$ cat src/rtl/au_result_router_if.sv
// ---------------------------------------------------------------------------
// au_result_router_if
// Bundles the result-router traffic into one interface: the AU-side input
// handshake and the seven per-destination output handshakes.
//   in_valid  : AU result valid
//   in_ready  : router can accept a result this cycle
//   in_sel    : destination index of the result
//   in_data   : result data
//   out_valid : one-hot (or zero) valid, bit i addresses destination i
//   out_ready : per-destination ready
//   out_data  : head-entry data, shared by all destinations
// Modports:
//   master : the environment (AU producer plus result consumers)
//   slave  : the router itself
// ---------------------------------------------------------------------------
interface au_result_router_if #(
  parameter int DATA_W   = 32,
  parameter int NUM_DEST = 7,
  parameter int SEL_W    = 3
);
  logic                in_valid;
  logic                in_ready;
  logic [SEL_W-1:0]    in_sel;
  logic [DATA_W-1:0]   in_data;
  logic [NUM_DEST-1:0] out_valid;
  logic [NUM_DEST-1:0] out_ready;
  logic [DATA_W-1:0]   out_data;

  modport master (
    output in_valid, in_sel, in_data, out_ready,
    input  in_ready, out_valid, out_data
  );

  modport slave (
    input  in_valid, in_sel, in_data, out_ready,
    output in_ready, out_valid, out_data
  );
endinterface

$ cat src/rtl/au_result_router.sv
// ---------------------------------------------------------------------------
// au_result_router
// Return path of the AU: accepts one tagged result per cycle and delivers it
// to exactly one of NUM_DEST consumers through a small in-order FIFO, so AU
// issue is decoupled from consumer back-pressure.
// Ports:
//   clk        : rising-edge clock
//   rst        : synchronous reset, active-high
//   bus        : au_result_router_if.slave (input and output handshakes)
//   err_badsel : sticky flag, an out-of-range select was received
//   fifo_count : current FIFO occupancy
// ---------------------------------------------------------------------------
module au_result_router #(
  parameter int DATA_W   = 32,
  parameter int NUM_DEST = 7,
  parameter int SEL_W    = 3,
  parameter int DEPTH    = 4,
  parameter int CNT_W    = 3
) (
  input  logic               clk,
  input  logic               rst,
  au_result_router_if.slave  bus,
  output logic               err_badsel,
  output logic [CNT_W-1:0]   fifo_count
);

  localparam int PTR_W = $clog2(DEPTH);

  logic [DATA_W-1:0]   data_mem [DEPTH];
  logic [SEL_W-1:0]    sel_mem  [DEPTH];
  logic [PTR_W-1:0]    wr_ptr;
  logic [PTR_W-1:0]    rd_ptr;
  logic [CNT_W-1:0]    count;

  logic                in_ready;
  logic                accept;
  logic                sel_ok;
  logic                push;
  logic                pop;
  logic                not_empty;
  logic [SEL_W-1:0]    head_sel;
  logic [NUM_DEST-1:0] out_valid;
  logic [DATA_W-1:0]   out_data;

  // Ready looks only at the registered count, so a full FIFO refuses input
  // even in a cycle where the head is being popped.
  assign in_ready  = (count < CNT_W'(DEPTH));
  assign accept    = bus.in_valid && in_ready;
  assign sel_ok    = (bus.in_sel < SEL_W'(NUM_DEST));
  // A bad select is consumed but never stored.
  assign push      = accept && sel_ok;
  assign not_empty = (count != '0);
  assign head_sel  = sel_mem[rd_ptr];

  always_comb begin
    // NOTE: every combinational output gets a default first so no path
    // leaves it unassigned and infers a latch.
    out_valid = '0;
    out_data  = '0;
    if (not_empty) begin
      out_valid = NUM_DEST'(1) << head_sel;
      out_data  = data_mem[rd_ptr];
    end
  end

  // Only the addressed destination's ready can complete the handshake.
  assign pop = |(out_valid & bus.out_ready);

  // NOTE: the storage array is deliberately not reset; the count and
  // pointers alone decide which entries are live, so stale contents are
  // never observable.
  always_ff @(posedge clk) begin
    if (push) begin
      data_mem[wr_ptr] <= bus.in_data;
      sel_mem[wr_ptr]  <= bus.in_sel;
    end
  end

  always_ff @(posedge clk) begin
    if (rst) begin
      wr_ptr     <= '0;
      rd_ptr     <= '0;
      count      <= '0;
      err_badsel <= 1'b0;
    end else begin
      if (push) wr_ptr <= wr_ptr + PTR_W'(1);
      if (pop)  rd_ptr <= rd_ptr + PTR_W'(1);
      case ({push, pop})
        2'b10:   count <= count + CNT_W'(1);
        2'b01:   count <= count - CNT_W'(1);
        default: count <= count;
      endcase
      if (accept && !sel_ok) err_badsel <= 1'b1;
    end
  end

  assign bus.in_ready  = in_ready;
  assign bus.out_valid = out_valid;
  assign bus.out_data  = out_data;
  assign fifo_count    = count;

endmodule
$ cat src/flat_wrapper.sv
// flat-port wrapper written by rule: the top's interface ports become plain ports
module au_result_router_flat 
#(
  parameter int DATA_W   = 32,
  parameter int NUM_DEST = 7,
  parameter int SEL_W    = 3,
  parameter int DEPTH    = 4,
  parameter int CNT_W    = 3
)
  (clk, rst, err_badsel, fifo_count, bus_in_valid, bus_in_sel, bus_in_data, bus_out_ready, bus_in_ready, bus_out_valid, bus_out_data);
  au_result_router_if #(.DATA_W(DATA_W), .NUM_DEST(NUM_DEST), .SEL_W(SEL_W)) bus_i ();
  input  logic clk;
  input  logic rst;
  output logic err_badsel;
  output logic [CNT_W-1:0] fifo_count;
  input wire logic [$bits(bus_i.in_valid)-1:0] bus_in_valid;
  input wire logic [$bits(bus_i.in_sel)-1:0] bus_in_sel;
  input wire logic [$bits(bus_i.in_data)-1:0] bus_in_data;
  input wire logic [$bits(bus_i.out_ready)-1:0] bus_out_ready;
  output wire logic [$bits(bus_i.in_ready)-1:0] bus_in_ready;
  output wire logic [$bits(bus_i.out_valid)-1:0] bus_out_valid;
  output wire logic [$bits(bus_i.out_data)-1:0] bus_out_data;
  assign bus_i.in_valid = bus_in_valid;
  assign bus_i.in_sel = bus_in_sel;
  assign bus_i.in_data = bus_in_data;
  assign bus_i.out_ready = bus_out_ready;
  assign bus_in_ready = bus_i.in_ready;
  assign bus_out_valid = bus_i.out_valid;
  assign bus_out_data = bus_i.out_data;
  au_result_router #(.DATA_W(DATA_W), .NUM_DEST(NUM_DEST), .SEL_W(SEL_W), .DEPTH(DEPTH), .CNT_W(CNT_W)) u_core (.clk(clk), .rst(rst), .bus(bus_i), .err_badsel(err_badsel), .fifo_count(fifo_count));
endmodule
$ cat config.mk
export PLATFORM = sky130hd
export DESIGN_NAME = au_result_router_flat
export DESIGN_NICKNAME = d
export VERILOG_FILES = /design/src/rtl/au_result_router_if.sv /design/src/rtl/au_result_router.sv /design/src/flat_wrapper.sv
export SDC_FILE = /design/constraint.sdc
export NUM_CORES = 1
export LEC_CHECK = 0
export CAP_MARGIN = 30
export CELL_PAD_IN_SITES_DETAIL_PLACEMENT = 0
export CELL_PAD_IN_SITES_GLOBAL_PLACEMENT = 1
export CORE_MARGIN = 10
export CORE_UTILIZATION = 30
export DETAILED_ROUTE_END_ITERATION = 8
export PLACE_DENSITY = 0.56
export SYNTH_ARGS = -nofsm -noshare
export SYNTH_HDL_FRONTEND = slang
export SYNTH_SLANG_ARGS = --single-unit
$ cat constraint.sdc
create_clock -name clk -period 9.7 [get_ports clk]
set_clock_uncertainty 0.15 [all_clocks]
set_input_delay 1.94 -clock clk [delete_from_list [all_inputs] [get_ports clk]]
set_output_delay 1.94 -clock clk [all_outputs]
set_load 0.1 [all_outputs]
After elaboration in Yosys (flattened, before gate mapping)
Memory sizes are Yosys's and may differ from the RTL's. A register that Yosys moved wholly into a read port is not among the register bits.
Index checks and enable logic that the tools add are counted.
{"block": "word_totals", "memories": 2, "output_inout_bits": 44, "in_bits": 45, "word_cells": 32, "reg_bits": 8, "ramBits": 140}
{"memory": "u_core.data_mem", "words": 4, "width": 32, "rd": 1, "rd_ports_with_merged_regs": 1, "write_ports": 1, "line": "au_result_router.sv:29", "rtl": "logic [DATA_W-1:0] data_mem [DEPTH];"}
{"memory": "u_core.sel_mem", "words": 4, "width": 3, "rd": 1, "rd_ports_with_merged_regs": 1, "write_ports": 1, "line": "au_result_router.sv:30", "rtl": "logic [SEL_W-1:0] sel_mem [DEPTH];"}
{"block": "classes", "bitwise": 1, "n_mux": 9, "n_lt_le_gt_ge": 2, "n_reduce_logical": 7, "n_eq_ne": 2, "shifts": 1, "n_addsub": 4}
{"operator": "2-to-1 mux 32 bit", "count": 1}
{"operator": "2-to-1 mux 2 bit", "count": 4}
{"operator": "bitwise AND 7 bit", "count": 1}
{"operator": "2-to-1 mux 7 bit", "count": 1}
{"operator": "OR reduction 7 bit", "count": 1}
{"operator": "<< shifter 1 x 3 -> 7 bit (first input constant)", "count": 1}
{"operator": "< comparator 3 bit (second input constant)", "count": 2}
{"operator": "one-hot mux 3 bit (2 select lines)", "count": 1}
{"operator": "adder 2 x 1 -> 2 bit (second input constant)", "count": 2}
{"operator": "adder 3 x 1 -> 3 bit (second input constant)", "count": 1}
{"operator": "logical AND 1 bit", "count": 3}
{"operator": "nonzero test 3 bit", "count": 1}
{"operator": "subtractor 3 x 1 -> 3 bit (second input constant)", "count": 1}
{"operator": "equality test 2 x 1 -> 1 bit (second input constant)", "count": 1}
{"operator": "equality test 2 bit (second input constant)", "count": 1}
{"operator": "2-to-1 mux 1 bit", "count": 2}
{"operator": "nonzero test 2 bit", "count": 1}
{"operator": "zero test 1 bit", "count": 1}

Logic depth before layout (Yosys ltp)
{"block": "logic_depth", "depth_word": 6, "depth_mapped": 11, "mapped_depth_nobuf": 10}

Worst setup path after synthesis
Ideal clock, no wire load.
{"block": "synth_timing", "path_kind": "register -> output", "from": "register u_core.count[2], in the netlist u_core.fifo_count[2]", "to": "output bus_out_valid[3]", "path_buffers": 0, "required_time_ps": 7610, "path_stages_with_launch": 4, "t_arrival_ps": 2891, "setup_slack_ps": 4719, "path_cell_list": "dfxtp_1 nor3_1 or3b_1 nor2_1"}
{"block": "synth_via", "elab_chain_len": 2}
{"element": "start, declared", "line": "au_result_router.sv:33", "rtl": "logic [CNT_W-1:0] count;"}
{"element": "start signal, assigned", "line": "au_result_router.sv:89", "rtl": "2'b10: count <= count + CNT_W'(1);"}
{"element": "start signal, assigned", "line": "au_result_router.sv:90", "rtl": "2'b01: count <= count - CNT_W'(1);"}
{"element": "start signal, assigned", "line": "au_result_router.sv:91", "rtl": "default: count <= count;"}
{"element": "nonzero test 3 bit", "line": "au_result_router.sv:52", "rtl": "assign not_empty = (count != '0);"}
{"element": "2-to-1 mux 7 bit", "line": "au_result_router.sv:60", "rtl": "if (not_empty) begin"}
{"element": "end, declared", "line": "flat_wrapper.sv:21", "rtl": "output wire logic [$bits(bus_i.out_valid)-1:0] bus_out_valid;"}
Every way passes these cells.

==> flow_metrics.tcl <==
set metrics [dict create \
    status "completed" \
    min_period_ns 5.68 \
    ant_nets 0 \
    fin_util_pct 40.0 \
    cts_max_path_buffers 2 \
    cp.required_ns 7.61 \
    maxCapViolCount 0 \
    io_pins 89 \
    track_usage_pct 10.1 \
    setup-violations-final 0 \
    cp_max_fo 35 \
    grt_pass1_vias 3334 \
    synthToLayoutAreaGrowth_pct 31.4 \
    yosys-top-cells-area "edfxtp_1 71%, mux4_2 13%, and2_1 3.8%, dfxtp_1 3.4%, ha_1 1.1%" \
    worstSetupStartpointType "flip-flop" \
    worst-path-buf-inv 1 \
    grt-busiest-layer "met2" \
    power_w 0.00260 \
    via_per_inst 4.47 \
    dp.cells 647 \
    yosysWarningCount 0 \
    drc 0 \
    grt_use_met3_pct 3.50 \
    worst_pin_slew_ns 0.992 \
    holdPathStages 1 \
    crit_family "buffers and inverters" \
    grt.overflow.total 0 \
    ys_ff_latch 150 \
    end_kind "primary output" \
    synthCells 302 \
    cts_setup_buffers 0 \
    syn_area_per_cell_um2 19.6 \
    max-slew-margin-rel_pct 33.7 \
    yosysUniqueCellTypes 34 \
    multi_input_area_um2 1430 \
    worst_r2r_path_depth 10 \
    finalCritPeriodShare_pct 58.6 \
    first_pass_iters 4 \
    dieWidth_um 161 \
    grt_pass1_wl_um 19700 \
    clk_pin_slew_worst_paths_ns 0.06 \
    register_area_um2 4410 \
    io_buffer_count 88 \
    die_h_um 161 \
    critical_path_class "flip-flop to primary output" \
    place_hpwl_um 8400 \
    syn-num-nets 353 \
    gp_congestion 0.657 \
    leakage_nw 2.50 \
    arrival_ns 3.59 \
    crit_path_max_incr_delay_ns 1.15 \
    hp-start "u_core.err_badsel$_SDFFE_PP0P_" \
    gr-usage-met1_pct 12.2 \
    power_density_nw_per_um2 334 \
    stdcell_count 677 \
    vias 3023 \
    root_buffer "clkbuf_16" \
    clock_latency_ns 0.41 \
    rsz0062_at_grt "no" \
    initial_core_util_pct 30.4 \
    num_rows 51 \
    netlist.area_leader.share_pct 71.0 \
    seq_area_frac_synth_pct 74.4 \
    cts_buffers 17 \
    ys.flop_type "edfxtp_1" \
    core_um2 19500 \
    slowest_stage "clkdlybuf4s50_1" \
    antenna_found_initial 0 \
    clock_sinks 150 \
    finalMaxSlewViolations 0 \
    fp.dieArea_um2 25800 \
    fillers 1771 \
    synth_area_leader_cell "edfxtp_1" \
    cts_tree "yes" \
    synth.cell_area_um2 5920 \
    drive_gt1_share_pct 18.7 \
    grt_max_degree 36 \
    layout.nets 452 \
    cp_cell_sequence "mux4_2, or3b_1, nor2_1, clkdlybuf4s50_1" \
    grtUsageMet2_pct 16.6 \
    postCtsResizedCells 0 \
    fmax_ghz 0.176 \
    holdBufCountCts 0 \
    drtIter0Drc 159 \
    hold_viol 0 \
    path_depth 4 \
    peakVddDrop_uv 188 \
    h-tree-depth 4 \
    wl_per_cell_um 18.8 \
    drt_wl_total_um 12700 \
    synth_edf_count 140 \
    finalSetupTns_ns 0 \
    async_flop_share_pct 0 \
    hp-class "flip-flop to flip-flop" \
]
## cells by family (layout without fill, tap and decap cells)
group           after synthesis  count (layout)  synth area share, %
buf+inv                      23             132                 1.58
fa+ha+maj                     6               6                 1.39
flops                       150             150                 74.4
other cells                   0               1                    0
mux                          40              40                 14.2
compound gates                8               8                0.972
simple gates                 72              72                 7.04
xor+xnor                      3               3                0.444
## metrics by stage
step	area (um^2)	setup WS, ns	hold slack (ns)
5_1_grt	7780	3.78	0.373
6_report	7780	4.02	0.335
4_1_cts	7780	3.91	0.343
3_5_place_dp	7210	4.37	0.330
2_1_floorplan	5920	4.72	0.364
3_3_place_gp	7090	4.37	0.319
## cell usage in the layout (no fill, tap or decap), types with 3 or more instances in the layout
master / n
buf_16: 3
dfxtp_1: 8
nand3_1: 3
mux4_2: 35
clkdlybuf4s50_1: 88
mux2i_1: 3
bufinv_16: 3
nand2b_1: 3
and2_2: 4
ha_1: 5
edfxtp_1: 140
a21oi_1: 3
clkbuf_16: 17
nor2_1: 14
clkinv_2: 3
inv_1: 9
and2_1: 32
## registers in the layout, indices dropped and copies added, names as in the netlist, named ones only
register / count
u_core.data_mem: 128
u_core.err_badsel: 1
u_core.fifo_count: 3
u_core.rd_ptr: 2
u_core.sel_mem: 12
u_core.wr_ptr: 2
## routing by layer
layer	vias up	routed length (um)
met4	0	136
li1	1382	-
met5	-	0
met3	12	567
met1	1562	5680
met2	67	6370
## cell usage after synthesis (3+ instances only)
cell and n:
edfxtp_1 140, and2_1 36, mux4_2 35, nor2_1 14
clkbuf_1 10, dfxtp_1 10, inv_1 9, ha_1 5
a21oi_1 3, buf_1 3, mux2i_1 3, nand2b_1 3
nand3_1 3
## final cells by class
type / instances / share of cell area, %
Inverter: 9 / 0.434
Sequential cell: 150 / 56.6
Clock inverter: 10 / 1.72
Timing Repair Buffer: 94 / 13.0
Tap cell: 265 / 4.26
Clock buffer: 19 / 5.56
Multi-Input combinational cell: 129 / 18.4
Antenna cell: 1 / 0.0321
## worst register-to-register path: cells and delay by family, from the launching register on
kind                     cells  cell delay [ns]
XOR/XNOR                     1             0.15
AO/OA/AOI/OAI                2             0.49
multiplexers                 1             0.66
flip-flops                   1             0.84
adder cells (fa/ha/maj)      2             0.54
AND/OR/NAND/NOR              3             0.81
buffers and inverters        1             0.06
## final timing paths
check / end / slack, ns
min reg2reg: u_core.err_badsel$_SDFFE_PP0P_ / 0.33
max reg2reg: u_core.fifo_count[2]$_SDFFE_PP0P_ / 5.92
min: u_core.err_badsel$_SDFFE_PP0P_ / 0.33
max: bus_out_valid[3] / 4.02
## where the power goes
part | internal, W | switching (W)
Clock | 0.000398 | 0.000236
Sequential | 0.000792 | 0.0000493
Combinational | 0.000318 | 0.000810
Note: power is estimated with default switching activity, not from simulation.
